<file path="src/rtl/soc_top.sv">
// LED/UART board SoC: six LEDs driven by a free-running counter XORed with the
// last UART byte received. Define SOC_ECHO_EN to build the UART echo transmitter.
module soc_top #(
  parameter int CLK_FREQ = 54000000,
  parameter int BAUD     = 115200,
  parameter int LED_DIV  = 1024
) (
  input  logic       clk,
  input  logic       rst_n,
  input  logic       rxd,
  output logic       txd,
  output logic [5:0] leds
);

  localparam int CLKS_PER_BIT = CLK_FREQ / BAUD;
  localparam int HALF_BIT     = CLKS_PER_BIT / 2;
  localparam int BW           = $clog2(CLKS_PER_BIT + 1);
  localparam int DW           = $clog2(LED_DIV);

  typedef enum logic [2:0] {RX_IDLE, RX_START, RX_DATA, RX_STOP, RX_WAIT} rx_state_t;

  logic [1:0]    sync_reg;
  logic          rx_sync;
  rx_state_t     rx_state_reg;
  logic [BW-1:0] rx_cnt_reg;
  logic [BW-1:0] rx_limit;
  logic          rx_tick;
  logic          rx_done;
  logic [2:0]    rx_bit_reg;
  logic [7:0]    rx_shift_reg;
  logic [7:0]    rx_byte_reg;
  logic [DW-1:0] div_reg;
  logic [5:0]    cnt6_reg;

  // rxd is asynchronous; nothing downstream looks at it before two flops.
  always_ff @(posedge clk) begin
    if (rst_n) sync_reg <= 2'b11;
    else       sync_reg <= {sync_reg[0], rxd};
  end
  assign rx_sync = sync_reg[1];

  assign rx_limit = (rx_state_reg == RX_START) ? BW'(HALF_BIT - 1) : BW'(CLKS_PER_BIT - 1);
  assign rx_tick  = (rx_cnt_reg == rx_limit);
  assign rx_done  = (rx_state_reg == RX_STOP) && rx_tick && rx_sync;

  always_ff @(posedge clk) begin
    if (rst_n) begin
      rx_state_reg <= RX_IDLE;
      rx_cnt_reg   <= '0;
      rx_bit_reg   <= '0;
      rx_shift_reg <= '0;
      rx_byte_reg  <= '0;
    end else begin
      case (rx_state_reg)
        RX_IDLE: begin
          rx_cnt_reg <= '0;
          if (!rx_sync) rx_state_reg <= RX_START;
        end
        RX_START: begin
          if (rx_tick) begin
            rx_cnt_reg   <= '0;
            rx_bit_reg   <= '0;
            rx_state_reg <= rx_sync ? RX_IDLE : RX_DATA;
          end else begin
            rx_cnt_reg <= rx_cnt_reg + BW'(1);
          end
        end
        RX_DATA: begin
          if (rx_tick) begin
            rx_cnt_reg   <= '0;
            rx_shift_reg <= {rx_sync, rx_shift_reg[7:1]};
            rx_bit_reg   <= rx_bit_reg + 3'd1;
            if (rx_bit_reg == 3'd7) rx_state_reg <= RX_STOP;
          end else begin
            rx_cnt_reg <= rx_cnt_reg + BW'(1);
          end
        end
        RX_STOP: begin
          if (rx_tick) begin
            rx_cnt_reg <= '0;
            // A low stop bit is a framing error: keep the old byte and wait out the break.
            if (rx_sync) begin
              rx_byte_reg  <= rx_shift_reg;
              rx_state_reg <= RX_IDLE;
            end else begin
              rx_state_reg <= RX_WAIT;
            end
          end else begin
            rx_cnt_reg <= rx_cnt_reg + BW'(1);
          end
        end
        RX_WAIT: begin
          rx_cnt_reg <= '0;
          if (rx_sync) rx_state_reg <= RX_IDLE;
        end
        default: rx_state_reg <= RX_IDLE;
      endcase
    end
  end

  always_ff @(posedge clk) begin
    if (rst_n) begin
      div_reg  <= '0;
      cnt6_reg <= '0;
      leds     <= '0;
    end else begin
      if (div_reg == DW'(LED_DIV - 1)) begin
        div_reg  <= '0;
        cnt6_reg <= cnt6_reg + 6'd1;
      end else begin
        div_reg <= div_reg + DW'(1);
      end
      leds <= cnt6_reg ^ rx_byte_reg[5:0];
    end
  end

`ifdef SOC_ECHO_EN
  typedef enum logic [1:0] {TX_IDLE, TX_START, TX_DATA, TX_STOP} tx_state_t;

  tx_state_t     tx_state_reg;
  logic          rx_valid_reg;
  logic          buf_full_reg;
  logic [7:0]    buf_data_reg;
  logic [7:0]    tx_shift_reg;
  logic [BW-1:0] tx_cnt_reg;
  logic [2:0]    tx_bit_reg;
  logic          txd_reg;
  logic          tx_take;
  logic          tx_tick;

  assign tx_take = (tx_state_reg == TX_IDLE) && buf_full_reg;
  assign tx_tick = (tx_cnt_reg == BW'(CLKS_PER_BIT - 1));

  always_ff @(posedge clk) begin
    if (rst_n) rx_valid_reg <= 1'b0;
    else       rx_valid_reg <= rx_done;
  end

  // A byte arriving just as the transmitter empties the buffer refills it at once.
  always_ff @(posedge clk) begin
    if (rst_n) begin
      buf_full_reg <= 1'b0;
      buf_data_reg <= '0;
    end else if (rx_valid_reg && (!buf_full_reg || tx_take)) begin
      buf_full_reg <= 1'b1;
      buf_data_reg <= rx_byte_reg;
    end else if (tx_take) begin
      buf_full_reg <= 1'b0;
    end
  end

  always_ff @(posedge clk) begin
    if (rst_n) begin
      tx_state_reg <= TX_IDLE;
      tx_cnt_reg   <= '0;
      tx_bit_reg   <= '0;
      tx_shift_reg <= '0;
      txd_reg      <= 1'b1;
    end else begin
      case (tx_state_reg)
        TX_IDLE: begin
          txd_reg    <= 1'b1;
          tx_cnt_reg <= '0;
          if (buf_full_reg) begin
            tx_shift_reg <= buf_data_reg;
            txd_reg      <= 1'b0;
            tx_state_reg <= TX_START;
          end
        end
        TX_START: begin
          if (tx_tick) begin
            tx_cnt_reg   <= '0;
            tx_bit_reg   <= '0;
            txd_reg      <= tx_shift_reg[0];
            tx_shift_reg <= {1'b0, tx_shift_reg[7:1]};
            tx_state_reg <= TX_DATA;
          end else begin
            tx_cnt_reg <= tx_cnt_reg + BW'(1);
          end
        end
        TX_DATA: begin
          if (tx_tick) begin
            tx_cnt_reg <= '0;
            if (tx_bit_reg == 3'd7) begin
              txd_reg      <= 1'b1;
              tx_state_reg <= TX_STOP;
            end else begin
              txd_reg      <= tx_shift_reg[0];
              tx_shift_reg <= {1'b0, tx_shift_reg[7:1]};
              tx_bit_reg   <= tx_bit_reg + 3'd1;
            end
          end else begin
            tx_cnt_reg <= tx_cnt_reg + BW'(1);
          end
        end
        TX_STOP: begin
          if (tx_tick) begin
            tx_cnt_reg   <= '0;
            tx_state_reg <= TX_IDLE;
          end else begin
            tx_cnt_reg <= tx_cnt_reg + BW'(1);
          end
        end
      endcase
    end
  end

  assign txd = txd_reg;
`else
  // Without the echo path only the low six received bits reach the LEDs.
  logic unused_rx_bits;
  assign unused_rx_bits = ^rx_byte_reg[7:6];
  assign txd = 1'b1;
`endif

endmodule

</file>
<file path="config.mk">
export PLATFORM = sky130hd
export DESIGN_NAME = soc_top
export DESIGN_NICKNAME = d
export VERILOG_FILES = /design/src/rtl/soc_top.sv
export SDC_FILE = /design/constraint.sdc
export NUM_CORES = 1
export LEC_CHECK = 0
export ABC_AREA = 1
export CAP_MARGIN = 10
export CORE_UTILIZATION = 53
export DETAILED_ROUTE_END_ITERATION = 6
export GPL_TIMING_DRIVEN = 0
export MAX_ROUTING_LAYER = met4
export PLACE_DENSITY = 0.74
export SYNTH_ARGS = -nofsm -noshare
export SYNTH_HDL_FRONTEND = slang
export SYNTH_SLANG_ARGS = --single-unit
</file>
<file path="constraint.sdc">
create_clock -name clk -period 1.4 [get_ports clk]
set_clock_uncertainty 0.05 [all_clocks]
set_input_delay 0.14 -clock clk [delete_from_list [all_inputs] [get_ports clk]]
set_output_delay 0.14 -clock clk [all_outputs]
set_load 0.02 [all_outputs]
</file>
# After elaboration in Yosys (flattened, before gate mapping)
# Cells that the tools add are included.
# word_totals
ff_bits	53
in_bits	3
out_inout_bits	7
word_cells	52
# classes
addsub	4
eq_ne	13
mux	15
bitwise_logic	1
n_reduce_logical	10
# op_table
operator	count
$mux 3	9
$mux 9	2
$pmux 9 s2	1
$pmux 3 s5	1
$ne 2x2->1 const B	6
$add 10x1->10 const B	1
$eq 10x10->1 const B	1
$add 9x1->9 const B	1
$eq 9x9->1	1
$add 6x1->6 const B	1
$eq 3x2->1 const B	2
$eq 3x3->1 const B	2
$pmux 3 s2	1
$reduce_and 3->1	2
$reduce_and 6->1	1
$xor 6x6->6	1
$reduce_bool 2->1	2
$reduce_or 2->1	2
$add 3x1->3 const B	1
$eq 3x1->1 const B	1
$logic_not 3->1	1
$reduce_or 3->1	1
$mux 2	1
$reduce_and 2->1	1

# Depth between registers and ports, before layout
# logic_depth
word_depth	5
depth_mapped	10
mapped_depth_nobuf	10

# Worst setup path after synthesis
# OpenSTA, ideal clock, no wires.
# synth_timing
path_type	flip-flop to flip-flop
startpoint	reg div_reg[0]
endpoint	reg cnt6_reg[2]
setup_time_ns	0.115
arrival_time_ns	1.326
required_time_ns	1.235
slack_ns	-0.091
path_stages_with_launch	11
n_path_buf	0
synth_period_minus_slack_ns	1.491
path_cell_list	dfxtp_1 ha_1 nand3_1 nor2_1 nand4_1 inv_1 nand2_2 inv_1 nand3_1 nand2_1 nor2_1
# synth_via
elab_chain_len	1
# synth_lines
element	line	rtl
start, declared	32	logic [DW-1:0] div_reg;
start signal, assigned	111	div_reg <= div_reg + DW'(1);
$eq 10x10->1	107	if (div_reg == DW'(LED_DIV - 1)) begin
end signal, assigned	109	cnt6_reg <= cnt6_reg + 6'd1;
end, declared	33	logic [5:0] cnt6_reg;
# No other way between the ends.
# A chain may end at the register's enable or synchronous reset.

# Worst setup path after layout
# layout_timing
startpoint	reg rx_cnt_reg[4]
endpoint	reg rx_byte_reg[3]
# layout_via
elab_chain_len	2
# layout_lines
element	line	rtl
start, declared	25	logic [BW-1:0] rx_cnt_reg;
start signal, assigned	65	rx_cnt_reg <= rx_cnt_reg + BW'(1);
start signal, assigned	75	rx_cnt_reg <= rx_cnt_reg + BW'(1);
start signal, assigned	89	rx_cnt_reg <= rx_cnt_reg + BW'(1);
$eq 9x9->1	43	assign rx_tick = (rx_cnt_reg == rx_limit);
$reduce_and 3->1 (no line)	--	
end signal, assigned	83	rx_byte_reg <= rx_shift_reg;
end, declared	31	logic [7:0] rx_byte_reg;
# No other way between the ends.

==> reports/summary.txt <==
====================================================================================================
Power per cell area                                                                     1070 nW/um^2
Dpl cells                                                                                        375
Post-route core utilization                                                                    0.752
Total congestion overflow                                                                          0
Total number of nets in the final design                                                         363
Result of the run                                                                       finished with violations
Post-detailed-routing wire length                                                            5450 um
Final worst slack                                                                          -0.149 ns
Number of H-tree levels                                                                            2
Worst max-slew margin expressed relative to the limit                                          0.579
Reg power frac                                                                                 0.496
R2r worst-path depth                                                                              10
Final weighted congestion in routability-driven placement                                      0.892
Diodes inserted                                                                                    0
Netlist cell types                                                                                27
Leakage power of the design                                                               0.00129 uW
Worst setup path category                                                                    reg2reg
Clk pwr share                                                                                  0.304
Number of buffers added on ports                                                                   8
Filler cell count                                                                                309
Clock tree from TritonCTS                                                                       done
Post-synth net total                                                                             325
Number of antenna violations at the first check in global routing                                  0
Seq/Total Area, Yosys                                                                          0.455
Number of hold buffers added after CTS                                                             0
Effective utilization at floorplan                                                             0.566
Post-Syn Instances                                                                               317
Min Tclk post-route                                                                          1.55 ns
Number of enable flip-flop cells after synthesis                                                   0
F_max                                                                                        646 MHz
Failing checks                                                                          negative setup slack
Flip-flop count of the largest register, all copies and words added                               10
Final worst-path cycle share                                                                    1.11
Global-route wire length before repair                                                       8370 um
Clock-pin slew reported for the worst setup and hold paths after clock tree synthesis        0.09 ns
Top area cells in the synthesized netlist                                               sky130_fd_sc_hd__dfxtp_1 (46%), sky130_fd_sc_hd__nand2_1 (9.5%), sky130_fd_sc_hd__nor2_1 (9.2%)
Mean instance size in the synthesized netlist                                              7.35 um^2
Number of violations of the max-capacitance limit                                                  0
Area of the mapped netlist                                                                 2330 um^2
Area overhead of the layout relative to synthesis                                              32.7%
Internal power summed over all cells                                                         2320 uW
Fraction of power spent switching nets                                                         0.302
Post-placement cell area                                                                   2510 um^2
Yosys Warn Count                                                                                   0
Routed length per placed instance                                                            13.5 um
Required time of the worst setup path                                                        1.60 ns
Num rows                                                                                          23
Fraction of final layout cells with drive strength greater than 1                              0.332
Setup TNS Final                                                                             -2.67 ns
Hold violation count in the final report                                                           0
Buffer depth of the longest clock path                                                             2
Overall die height                                                                           68.3 um
Switching component of the power                                                             1000 uW
Maximum ir drop on the vdd rail                                                             0.872 mV
Cell taking the most area after synthesis                                               sky130_fd_sc_hd__dfxtp_1
Combinational share of power                                                                   0.200
Crit Path Max Fanout                                                                               5
Non-filler instance count after layout                                                           405
Area of all placed cells without fillers                                                   3090 um^2
Critical path startpoint category                                                          flip-flop
Unrepaired setup endpoints after global routing                                                 true
Worst hold path stage count                                                                        2
Leading cell types by count after synthesis                                             sky130_fd_sc_hd__nand2_1 (59), sky130_fd_sc_hd__nor2_1 (57), sky130_fd_sc_hd__dfxtp_1 (53)
HPWL Detailed                                                                                3130 um
Crit. End Element                                                                          flip-flop
Top_reg_cell synth                                                                      sky130_fd_sc_hd__dfxtp_1
Final setup vio count                                                                             40
Combined global-route utilization of all metal layers                                          0.246
I/O pin cnt                                                                                       10
Number of violations reported at the end of detailed-routing iteration 0                         162
Via count                                                                                       2175
Clock root buffer master                                                                sky130_fd_sc_hd__clkbuf_8
Drt pass-1 iters                                                                                   4
Core Region                                                                                4120 um^2
Synth top area share                                                                           0.455
Hold WC Path Type                                                                             in2reg
Final Max Tran Viols                                                                               0
Maximum number of pins on one net before global-route repair                                      16
Number of sinks handled by clock tree synthesis                                                   53
Via density per instance                                                                        5.37
Total DRC errors in the routed layout                                                              0
Proportion of register bits with asynchronous set or reset after synthesis                         0
Total Die Area                                                                             4670 um^2
Arrival time of the worst setup path                                                         1.74 ns
Horizontal extent of the die                                                                 68.3 um
Insertion delay to the later sink of the worst-skew pair                                     0.30 ns
Clock buffers created by TritonCTS                                                                 5
Antenna Violating Nets Remaining                                                                   0
Vias in the first global route                                                                  1904
Slew @ Worst Pin                                                                            0.629 ns
Library cell with the highest instance count after synthesis                            sky130_fd_sc_hd__nand2_1
Synthesis-stage register bit count                                                                53
====================================================================================================
through the flow:
step                worst slack (ns)  total power (uW)  hold WS (ns)
floorplan                     0.0301              2050         0.194
global placement              -0.418              2150         0.343
detailed placement            -0.451              2160         0.347
CTS                          -0.0781              3240         0.342
global route                  -0.258              3480         0.346
finish                        -0.149              3320         0.346
path summary, 6_finish.rpt:
kind / start / endpoint / slack, ns
hold reg to reg: sync_reg[0] / sync_reg[1] / 0.37
setup reg to reg: rx_cnt_reg[4] / rx_byte_reg[3] / -0.15
setup / recovery: rx_cnt_reg[4] / rx_byte_reg[3] / -0.15
hold / removal: rxd / sync_reg[0] / 0.35
cell type report:
cell class | count | area [um^2] | share of cell area
clock buffers | 5 | 68.8 | 0.0222
flip-flops and latches | 53 | 1090 | 0.352
multi-input cells | 224 | 1380 | 0.446
plain buffers | 7 | 47.5 | 0.0154
well taps | 50 | 62.6 | 0.0202
repair buffers | 28 | 259 | 0.0837
inverters | 36 | 150 | 0.0485
clock inverters | 2 | 35.0 | 0.0113
power groups by stage:
stage	registers (uW)	clock network, uW	logic [uW]
finish	1650	1010	666
global route	1660	1080	742
CTS	1630	1030	574
detailed placement	1660	0	505
global placement	1650	0	494
floorplan	1650	0	407
timing repair:
item                                    in CTS  in global routing
pin swaps                                    9                 23
cloned                                       2                  3
gates resized for setup                     45                 69
endpoints found under the setup margin      47                 46
buffers inserted                             9                  9
worst max-delay path, cell delays in order (launching register included):
cell	delay, ns
sky130_fd_sc_hd__dfxtp_4	0.37
sky130_fd_sc_hd__inv_2	0.06
sky130_fd_sc_hd__nand2_2	0.04
sky130_fd_sc_hd__nor2_2	0.14
sky130_fd_sc_hd__nand2_2	0.09
sky130_fd_sc_hd__nand2_4	0.09
sky130_fd_sc_hd__nand4_1	0.22
sky130_fd_sc_hd__buf_4	0.24
sky130_fd_sc_hd__nand2_2	0.05
sky130_fd_sc_hd__nand2_1	0.04
sky130_fd_sc_hd__nor2_1	0.09
routing by layer:
metal,part of all wire,wire (um),track usage
met1,0.46,2510,0.302
met2,0.51,2770,0.408
met3,0.021,115,0.0417
met4,0.012,66,0.0755
met5,0,0,-
cell usage in the layout, fill, tap and decap left out, types with 3 or more instances in the layout:
master / instances
sky130_fd_sc_hd__inv_1: 28
sky130_fd_sc_hd__inv_4: 3
sky130_fd_sc_hd__xnor2_1: 4
sky130_fd_sc_hd__nor2_4: 4
sky130_fd_sc_hd__dlygate4sd2_1: 6
sky130_fd_sc_hd__o21ai_2: 8
sky130_fd_sc_hd__a21oi_2: 6
sky130_fd_sc_hd__nor2_1: 42
sky130_fd_sc_hd__buf_6: 5
sky130_fd_sc_hd__nand3_1: 13
sky130_fd_sc_hd__o21ai_0: 11
sky130_fd_sc_hd__inv_2: 4
sky130_fd_sc_hd__nor2_2: 13
sky130_fd_sc_hd__nand2_2: 14
sky130_fd_sc_hd__a21oi_1: 20
sky130_fd_sc_hd__dfxtp_4: 5
sky130_fd_sc_hd__nand2_1: 43
sky130_fd_sc_hd__nand4_1: 12
sky130_fd_sc_hd__dfxtp_2: 8
sky130_fd_sc_hd__buf_4: 16
sky130_fd_sc_hd__xor2_1: 5
sky130_fd_sc_hd__clkbuf_8: 5
sky130_fd_sc_hd__nand2_4: 7
sky130_fd_sc_hd__ha_1: 4
sky130_fd_sc_hd__dfxtp_1: 40
kinds of logic (layout without fill, tap and decap cells):
| family | count (synthesis) | count (layout) | share of synthesized area |
|---|---|---|---|
| flops | 53 | 53 | 0.455 |
| simple gates | 158 | 161 | 0.306 |
| compound gates | 48 | 48 | 0.105 |
| other cells | 1 | 1 | 0.00161 |
| fa+ha+maj | 5 | 5 | 0.0268 |
| buf+inv | 43 | 78 | 0.0719 |
| xor+xnor | 9 | 9 | 0.0338 |
No activity file was read; power rests on OpenSTA's default activity.
